File: src/rtl/cnn_stream_pkg.sv
// Shared types and constants for the CNN DMA stream controller.
// The length check is enabled by defining CNN_STREAM_CTRL_LEN_CHECK_EN.
package cnn_stream_pkg;
    localparam int AXI_LEN_W = 8;

    localparam logic [1:0] RESP_OKAY   = 2'b00;
    localparam logic [1:0] RESP_SLVERR = 2'b10;

    typedef enum logic [1:0] {
        W_IDLE = 2'd0,
        W_DATA = 2'd1,
        W_RESP = 2'd2
    } wstate_e;
endpackage

File: src/rtl/cnn_ar_fifo.sv
// Read-request queue holding {arid, arlen}; push is ignored when full,
// even if a pop happens on the same edge.
module cnn_ar_fifo
    import cnn_stream_pkg::*;
#(
    parameter int ID_W     = 16,
    parameter int AR_DEPTH = 4
) (
    input  logic                 clk,
    input  logic                 rst,
    input  logic                 push,
    input  logic [ID_W-1:0]      push_id,
    input  logic [AXI_LEN_W-1:0] push_len,
    input  logic                 pop,
    output logic                 full,
    output logic                 empty,
    output logic [ID_W-1:0]      head_id,
    output logic [AXI_LEN_W-1:0] head_len
);
    localparam int PTR_W = $clog2(AR_DEPTH);

    logic [ID_W-1:0]      id_mem  [AR_DEPTH];
    logic [AXI_LEN_W-1:0] len_mem [AR_DEPTH];
    logic [PTR_W:0]       wr_ptr, rd_ptr;
    logic                 do_push, do_pop;

    // Extra MSB on the pointers distinguishes full from empty.
    assign empty   = (wr_ptr == rd_ptr);
    assign full    = (wr_ptr[PTR_W] != rd_ptr[PTR_W]) &&
                     (wr_ptr[PTR_W-1:0] == rd_ptr[PTR_W-1:0]);
    assign do_push = push & ~full;
    assign do_pop  = pop & ~empty;

    always_ff @(posedge clk or posedge rst) begin
        if (rst) begin
            wr_ptr <= '0;
            rd_ptr <= '0;
        end else begin
            if (do_push) wr_ptr <= wr_ptr + 1'b1;
            if (do_pop)  rd_ptr <= rd_ptr + 1'b1;
        end
    end

    always_ff @(posedge clk) begin
        if (do_push) begin
            id_mem[wr_ptr[PTR_W-1:0]]  <= push_id;
            len_mem[wr_ptr[PTR_W-1:0]] <= push_len;
        end
    end

    assign head_id  = id_mem[rd_ptr[PTR_W-1:0]];
    assign head_len = len_mem[rd_ptr[PTR_W-1:0]];
endmodule

File: src/rtl/cnn_dma_stream_ctrl.sv
// AXI control-path adapter between an AXI slave port and the CNN width
// converters. Define CNN_STREAM_CTRL_LEN_CHECK_EN to enable the W length check.
module cnn_dma_stream_ctrl
    import cnn_stream_pkg::*;
#(
    parameter int ID_W     = 16,
    parameter int AR_DEPTH = 4
) (
    input  logic                 clk,
    input  logic                 rst,
    input  logic                 s_awvalid,
    output logic                 s_awready,
    input  logic [ID_W-1:0]      s_awid,
    input  logic [AXI_LEN_W-1:0] s_awlen,
    input  logic                 s_wvalid,
    output logic                 s_wready,
    input  logic                 s_wlast,
    output logic                 s_bvalid,
    input  logic                 s_bready,
    output logic [ID_W-1:0]      s_bid,
    output logic [1:0]           s_bresp,
    input  logic                 s_arvalid,
    output logic                 s_arready,
    input  logic [ID_W-1:0]      s_arid,
    input  logic [AXI_LEN_W-1:0] s_arlen,
    output logic                 s_rvalid,
    input  logic                 s_rready,
    output logic [ID_W-1:0]      s_rid,
    output logic                 s_rlast,
    output logic [1:0]           s_rresp,
    output logic                 str_in_valid,
    input  logic                 str_in_ready,
    input  logic                 str_out_valid,
    output logic                 str_out_ready,
    output logic                 err_sticky
);
    wstate_e              w_state, w_next;
    logic [ID_W-1:0]      aw_id;
    logic [AXI_LEN_W-1:0] aw_len, beat_cnt;
    logic                 aw_hs, w_hs;

    assign aw_hs = s_awvalid & (w_state == W_IDLE);
    assign w_hs  = s_wvalid & str_in_ready & (w_state == W_DATA);
    assign s_bid = aw_id;

    always_ff @(posedge clk or posedge rst) begin
        if (rst) begin
            w_state  <= W_IDLE;
            aw_id    <= '0;
            aw_len   <= '0;
            beat_cnt <= '0;
        end else begin
            w_state <= w_next;
            if (aw_hs) begin
                aw_id    <= s_awid;
                aw_len   <= s_awlen;
                beat_cnt <= '0;
            end else if (w_hs) begin
                beat_cnt <= beat_cnt + 1'b1;
            end
        end
    end

    always_comb begin
        w_next       = w_state;
        s_awready    = 1'b0;
        s_wready     = 1'b0;
        str_in_valid = 1'b0;
        s_bvalid     = 1'b0;
        case (w_state)
            W_IDLE: begin
                s_awready = 1'b1;
                if (s_awvalid) w_next = W_DATA;
            end
            W_DATA: begin
                str_in_valid = s_wvalid;
                s_wready     = str_in_ready;
                if (w_hs && s_wlast) w_next = W_RESP;
            end
            W_RESP: begin
                s_bvalid = 1'b1;
                if (s_bready) w_next = W_IDLE;
            end
            default: w_next = W_IDLE;
        endcase
    end

`ifdef CNN_STREAM_CTRL_LEN_CHECK_EN
    logic len_err, burst_err, err_q;

    // Early wlast, or the final expected beat arriving without wlast.
    assign len_err = w_hs && (s_wlast ? (beat_cnt != aw_len) : (beat_cnt == aw_len));

    always_ff @(posedge clk or posedge rst) begin
        if (rst) begin
            burst_err <= 1'b0;
            err_q     <= 1'b0;
        end else begin
            if (aw_hs)        burst_err <= 1'b0;
            else if (len_err) burst_err <= 1'b1;
            if (len_err)      err_q     <= 1'b1;
        end
    end

    assign s_bresp    = burst_err ? RESP_SLVERR : RESP_OKAY;
    assign err_sticky = err_q;
`else
    logic unused_len;
    assign unused_len = ^{aw_len, beat_cnt};
    assign s_bresp    = RESP_OKAY;
    assign err_sticky = 1'b0;
`endif

    // Read side: queued AR requests meter the 64-to-512 result stream.
    logic                 ar_full, ar_empty, r_hs;
    logic [ID_W-1:0]      head_id;
    logic [AXI_LEN_W-1:0] head_len, rd_cnt;

    cnn_ar_fifo #(.ID_W(ID_W), .AR_DEPTH(AR_DEPTH)) u_ar_fifo (
        .clk      (clk),
        .rst      (rst),
        .push     (s_arvalid),
        .push_id  (s_arid),
        .push_len (s_arlen),
        .pop      (r_hs & s_rlast),
        .full     (ar_full),
        .empty    (ar_empty),
        .head_id  (head_id),
        .head_len (head_len)
    );

    assign s_arready     = ~ar_full;
    assign s_rvalid      = ~ar_empty & str_out_valid;
    assign str_out_ready = ~ar_empty & s_rready;
    assign s_rid         = head_id;
    assign s_rresp       = RESP_OKAY;
    assign s_rlast       = (rd_cnt == head_len);
    assign r_hs          = s_rvalid & s_rready;

    always_ff @(posedge clk or posedge rst) begin
        if (rst)                rd_cnt <= '0;
        else if (r_hs && s_rlast) rd_cnt <= '0;
        else if (r_hs)          rd_cnt <= rd_cnt + 1'b1;
    end
endmodule

File: config.mk
export PLATFORM = sky130hd
export DESIGN_NAME = cnn_dma_stream_ctrl
export DESIGN_NICKNAME = d
export VERILOG_FILES = /design/src/rtl/cnn_stream_pkg.sv /design/src/rtl/cnn_ar_fifo.sv /design/src/rtl/cnn_dma_stream_ctrl.sv
export SDC_FILE = /design/constraint.sdc
export NUM_CORES = 1
export LEC_CHECK = 0
export CAP_MARGIN = 20
export CORE_AREA = 4 4 102 104
export CTS_BUF_LIST = sky130_fd_sc_hd__clkbuf_16
export DETAILED_ROUTE_END_ITERATION = 16
export DIE_AREA = 0 0 106 108
export PLACE_DENSITY = 0.95
export SLEW_MARGIN = 20
export SYNTH_ARGS = -nofsm -noshare
export SYNTH_HDL_FRONTEND = slang
export SYNTH_SLANG_ARGS = --single-unit
File: constraint.sdc
create_clock -name clk -period 4.8 [get_ports clk]
set_input_delay 0.96 -clock clk [delete_from_list [all_inputs] [get_ports clk]]
set_output_delay 0.96 -clock clk [all_outputs]
set_load 0.02 [all_outputs]
==> parameters.txt <==
Parameter                              Value

Floorplan
  Total die area    about 11000 um2
  Std-Cell Core Area    9549 um2
  Die height    roughly 110 um
  Number of cell rows    36
  IO Pins    a little over 100
  Starting density of the core    0.5413
  Die Span X    between 100 and 150 um

Power and ir drop
  Leakage power    around 2.4 nW
  Reported net switching power    about 0.0011 W
  Clock network fraction of design power    0.335
  Combinational share of power    0.248
  Power density normalized to cell area    ~570 nW/um2
  Fraction of power spent switching nets    0.2942
  Pwr Total    ~0.0038 W
  Worst supply voltage drop on vdd    between 0.5 and 0.6 mV
  Internal Pwr Total    about 0.0027 W
  Register share of total power    0.417

Clocking
  Number of gates resized after cts    0
  Setup bufs post-CTS    0
  Root Buffer Master    sky130_fd_sc_hd__clkbuf_16
  Clock insertion delay at the later pin of the skew report    approximately 0.41 ns
  Maximum number of buffers from clock root to sink    2
  CTS sink count    approximately 130
  CTS hold repair buffers    0
  Clock edge transition at the registers on the reported setup and hold paths    ~0.060 ns
  Cts bufs inserted    17
  Count of H-tree levels built during CTS    4
  Clock tree from TritonCTS    done

Global routing
  Number of global-route vias before repair    3012
  Met1 track utilization from global routing    0.2176
  First-pass GRT wire length    between 15000 and 20000 um
  Global-route met3 utilization    0.06985
  Maximum number of pins on one net before global-route repair    33
  Antenna violations before repair    0
  Overall overflow remaining after global route    0
  Met2 layer usage reported by global route    0.3429
  Layer with the highest usage    met2
  Tot GR Track Use    0.1945

Timing
  Tmin final    roughly 4 ns
  Relative slew margins    0.3168
  Tightest Pin Transition    between 1 and 1.5 ns
  Fmax    0.2455 GHz
  Max Slew Vio Count    0
  Period utilization    0.8486
  Number of failing hold endpoints at the final stage    0
  Worst hold slack    ~0.48 ns
  Final sum of negative setup slack    0 ns
  Crit path setup slack, layout    0.7267 ns
  Number of endpoints failing setup at the final stage    0
  Layout Skew    0.008044 ns
  RSZ-0062 raised after global routing    false

Synthesis
  Post-synthesis average cell area    between 15 and 20 um2
  Top cell type's share of synthesized area    0.5577
  Number of synthesized flops with an enable pin    96
  Number of warnings issued by yosys    0
  Count of state elements after synthesis    approximately 130
  Synth cell count leaders    96 x sky130_fd_sc_hd__edfxtp_1, 32 x sky130_fd_sc_hd__dfrtp_1, 20 x sky130_fd_sc_hd__mux4_2, 17 x sky130_fd_sc_hd__mux2_2, 11 x sky130_fd_sc_hd__xnor2_1
  Synth Instances    around 270
  Most area-consuming cells after synthesis    sky130_fd_sc_hd__edfxtp_1 56%, sky130_fd_sc_hd__dfrtp_1 15%, sky130_fd_sc_hd__mux4_2 8.7%
  Most repeated cell in the gate-level netlist after synthesis    sky130_fd_sc_hd__edfxtp_1
  Synth area leader    sky130_fd_sc_hd__edfxtp_1
  Most used flip-flop cell after synthesis    sky130_fd_sc_hd__edfxtp_1
  Library cells used by synthesis    41
  Netlist area before placement    between 5000 and 6000 um2
  Register area share after synthesis    0.7127
  Post-synthesis async set-or-reset flop share    0.2500

Placed design
  # port buffers    between 80 and 90
  Weighted congestion at the end of routability-driven global placement    0.7973
  Post-DP HPWL    ~6500 um
  Worst setup timing slack at the placement stage    ~1.1 ns
  Cell total after placement    around 500

Drt
  Routed via count    between 2000 and 3000
  Number of antenna-violating nets in the routed design    0
  Routed wire length    roughly 10000 um
  Post-DR vias/cell    between 5 and 6
  First DRT Iteration DRCs    190
  Routed length per instance    19.39 um
  First drt pass iteration count    4
  Number of design rule violations left after detail routing    0

Run status
  Result of the run    completed

Setup path
  Setup CP Type    flip-flop to output port
  Cell with the largest stage delay on the worst path    sky130_fd_sc_hd__dfrtp_2
  Data required time at the worst endpoint    ~3.8 ns
  Cells traversed along the worst timing path    mux4_1, xnor2_1, nand4_4, nor2_1, clkdlybuf4s50_1
  Worst path arrival time    around 3.1 ns
  Slowest Stage Delay on Critical Path    0.70 ns
  CP endpoint kind    output port
  Max Fanout on Critical Path    17
  Launching element type of the critical path    flip-flop

Cells and area
  Filler Cell Count    between 500 and 600
  Synth-to-Final Area Change    31.32%
  Number of standard cells in the layout, taps in and fillers out    521
  Layout cell share with drive strength beyond 1    0.2191
  Antenna diode count    0
  Layout Nets    about 440

Worst hold path
  Hold Path Class    flip-flop to flip-flop

Job
  Max-cap viol count    0
[power by group through the flow]
stage | clock, W | sequential, W | combinational [W]
after CTS | 0.00131 | 0.00160 | 0.000964
after floorplan | 0 | 0.00163 | 0.000552
final | 0.00129 | 0.00160 | 0.000951
after global routing | 0.00136 | 0.00163 | 0.00102
after detailed placement | 0 | 0.00162 | 0.000951
after global placement | 0 | 0.00160 | 0.000920
[layout by cell type (no fill, tap or decap), types with 2 or more instances in the layout]
master                             n
sky130_fd_sc_hd__inv_1             5
sky130_fd_sc_hd__and3b_1           2
sky130_fd_sc_hd__and2_1            4
sky130_fd_sc_hd__clkinvlp_4        4
sky130_fd_sc_hd__nand3_1           4
sky130_fd_sc_hd__and3_1            4
sky130_fd_sc_hd__edfxtp_1         96
sky130_fd_sc_hd__conb_1            5
sky130_fd_sc_hd__xnor2_2           2
sky130_fd_sc_hd__bufinv_16         2
sky130_fd_sc_hd__clkbuf_16        17
sky130_fd_sc_hd__mux4_1            4
sky130_fd_sc_hd__nor3_1            3
sky130_fd_sc_hd__inv_8             2
sky130_fd_sc_hd__nor2_1           10
sky130_fd_sc_hd__buf_4             7
sky130_fd_sc_hd__xor2_1            6
sky130_fd_sc_hd__nor2b_1           2
sky130_fd_sc_hd__o21ai_0           3
sky130_fd_sc_hd__nand2_1           9
sky130_fd_sc_hd__ha_1              6
sky130_fd_sc_hd__clkdlybuf4s50_1  89
sky130_fd_sc_hd__mux4_2           20
sky130_fd_sc_hd__inv_6             6
sky130_fd_sc_hd__mux2_2           17
sky130_fd_sc_hd__xnor2_1          11
sky130_fd_sc_hd__dfrtp_1          31
[sequential cells by signal (all words and copies together), names as in the netlist]
signal	cells
u_ar_fifo.id_mem	64
u_ar_fifo.len_mem	32
s_bid	16
rd_cnt	8
u_ar_fifo.rd_ptr	3
u_ar_fifo.wr_ptr	3
w_state	2
[worst paths after layout]
path                                                 start                         endpoint  slack [ns]  depth (start not counted)
hold reg to reg            u_ar_fifo.wr_ptr[2]$_DFFE_PP0P_  u_ar_fifo.wr_ptr[2]$_DFFE_PP0P_        0.48                          1
hold / removal             u_ar_fifo.wr_ptr[2]$_DFFE_PP0P_  u_ar_fifo.wr_ptr[2]$_DFFE_PP0P_        0.48                          1
max in group asynchronous                              rst  u_ar_fifo.rd_ptr[0]$_DFFE_PP0P_        3.53                          3
setup reg to reg           u_ar_fifo.rd_ptr[1]$_DFFE_PP0P_            rd_cnt[7]$_DFFE_PP0P_        2.16                          5
setup / recovery           u_ar_fifo.rd_ptr[0]$_DFFE_PP0P_                          s_rlast        0.73                          5
min in group asynchronous                              rst             s_bid[6]$_DFFE_PP0P_        0.94                          3
[critical path: cells and delay by family (launching register included)]
family        cells  cell delay, ns
buf+inv           1            0.66
mux               1            0.67
xor+xnor          1            0.27
flops             1            0.70
simple gates      2            0.39
[layout make-up]
| type | instances | area [um2] | area share |
|---|---|---|---|
| clock buffers | 17 | 425.4 | 0.06267 |
| multi-input cells | 127 | 1379 | 0.2031 |
| inverters | 5 | 18.77 | 0.002765 |
| clock inverters | 15 | 170.2 | 0.02507 |
| flip-flops and latches | 128 | 3685 | 0.5429 |
| repair buffers | 96 | 943.4 | 0.1390 |
| well taps | 133 | 166.4 | 0.02452 |
[kinds of logic (layout without fill, tap and decap cells)]
kind of cell | count (synthesis) | count (layout) | synth area share
XOR/XNOR | 19 | 19 | 0.03510
AND/OR/NAND/NOR | 46 | 46 | 0.05326
AO/OA/AOI/OAI | 8 | 8 | 0.01089
buffers and inverters | 20 | 133 | 0.02348
multiplexers | 43 | 43 | 0.1494
flip-flops | 128 | 128 | 0.7127
other | 1 | 5 | 0.0007255
adder cells (fa/ha/maj) | 6 | 6 | 0.01452
[routing by layer]
metal / routed length, um / share of wire
met1: 3571 / 0.35
met2: 5406 / 0.54
met3: 946 / 0.094
met4: 178 / 0.018
met5: 0 / 0
[stage by stage]
step                instance area, um2    util
finish                            6788  0.7108
global route                      6788  0.7108
CTS                               6788  0.7108
detailed placement                6192  0.6485
global placement                  6192  0.6485
floorplan                         5184       -
Note: power is estimated with default switching activity, not from simulation.
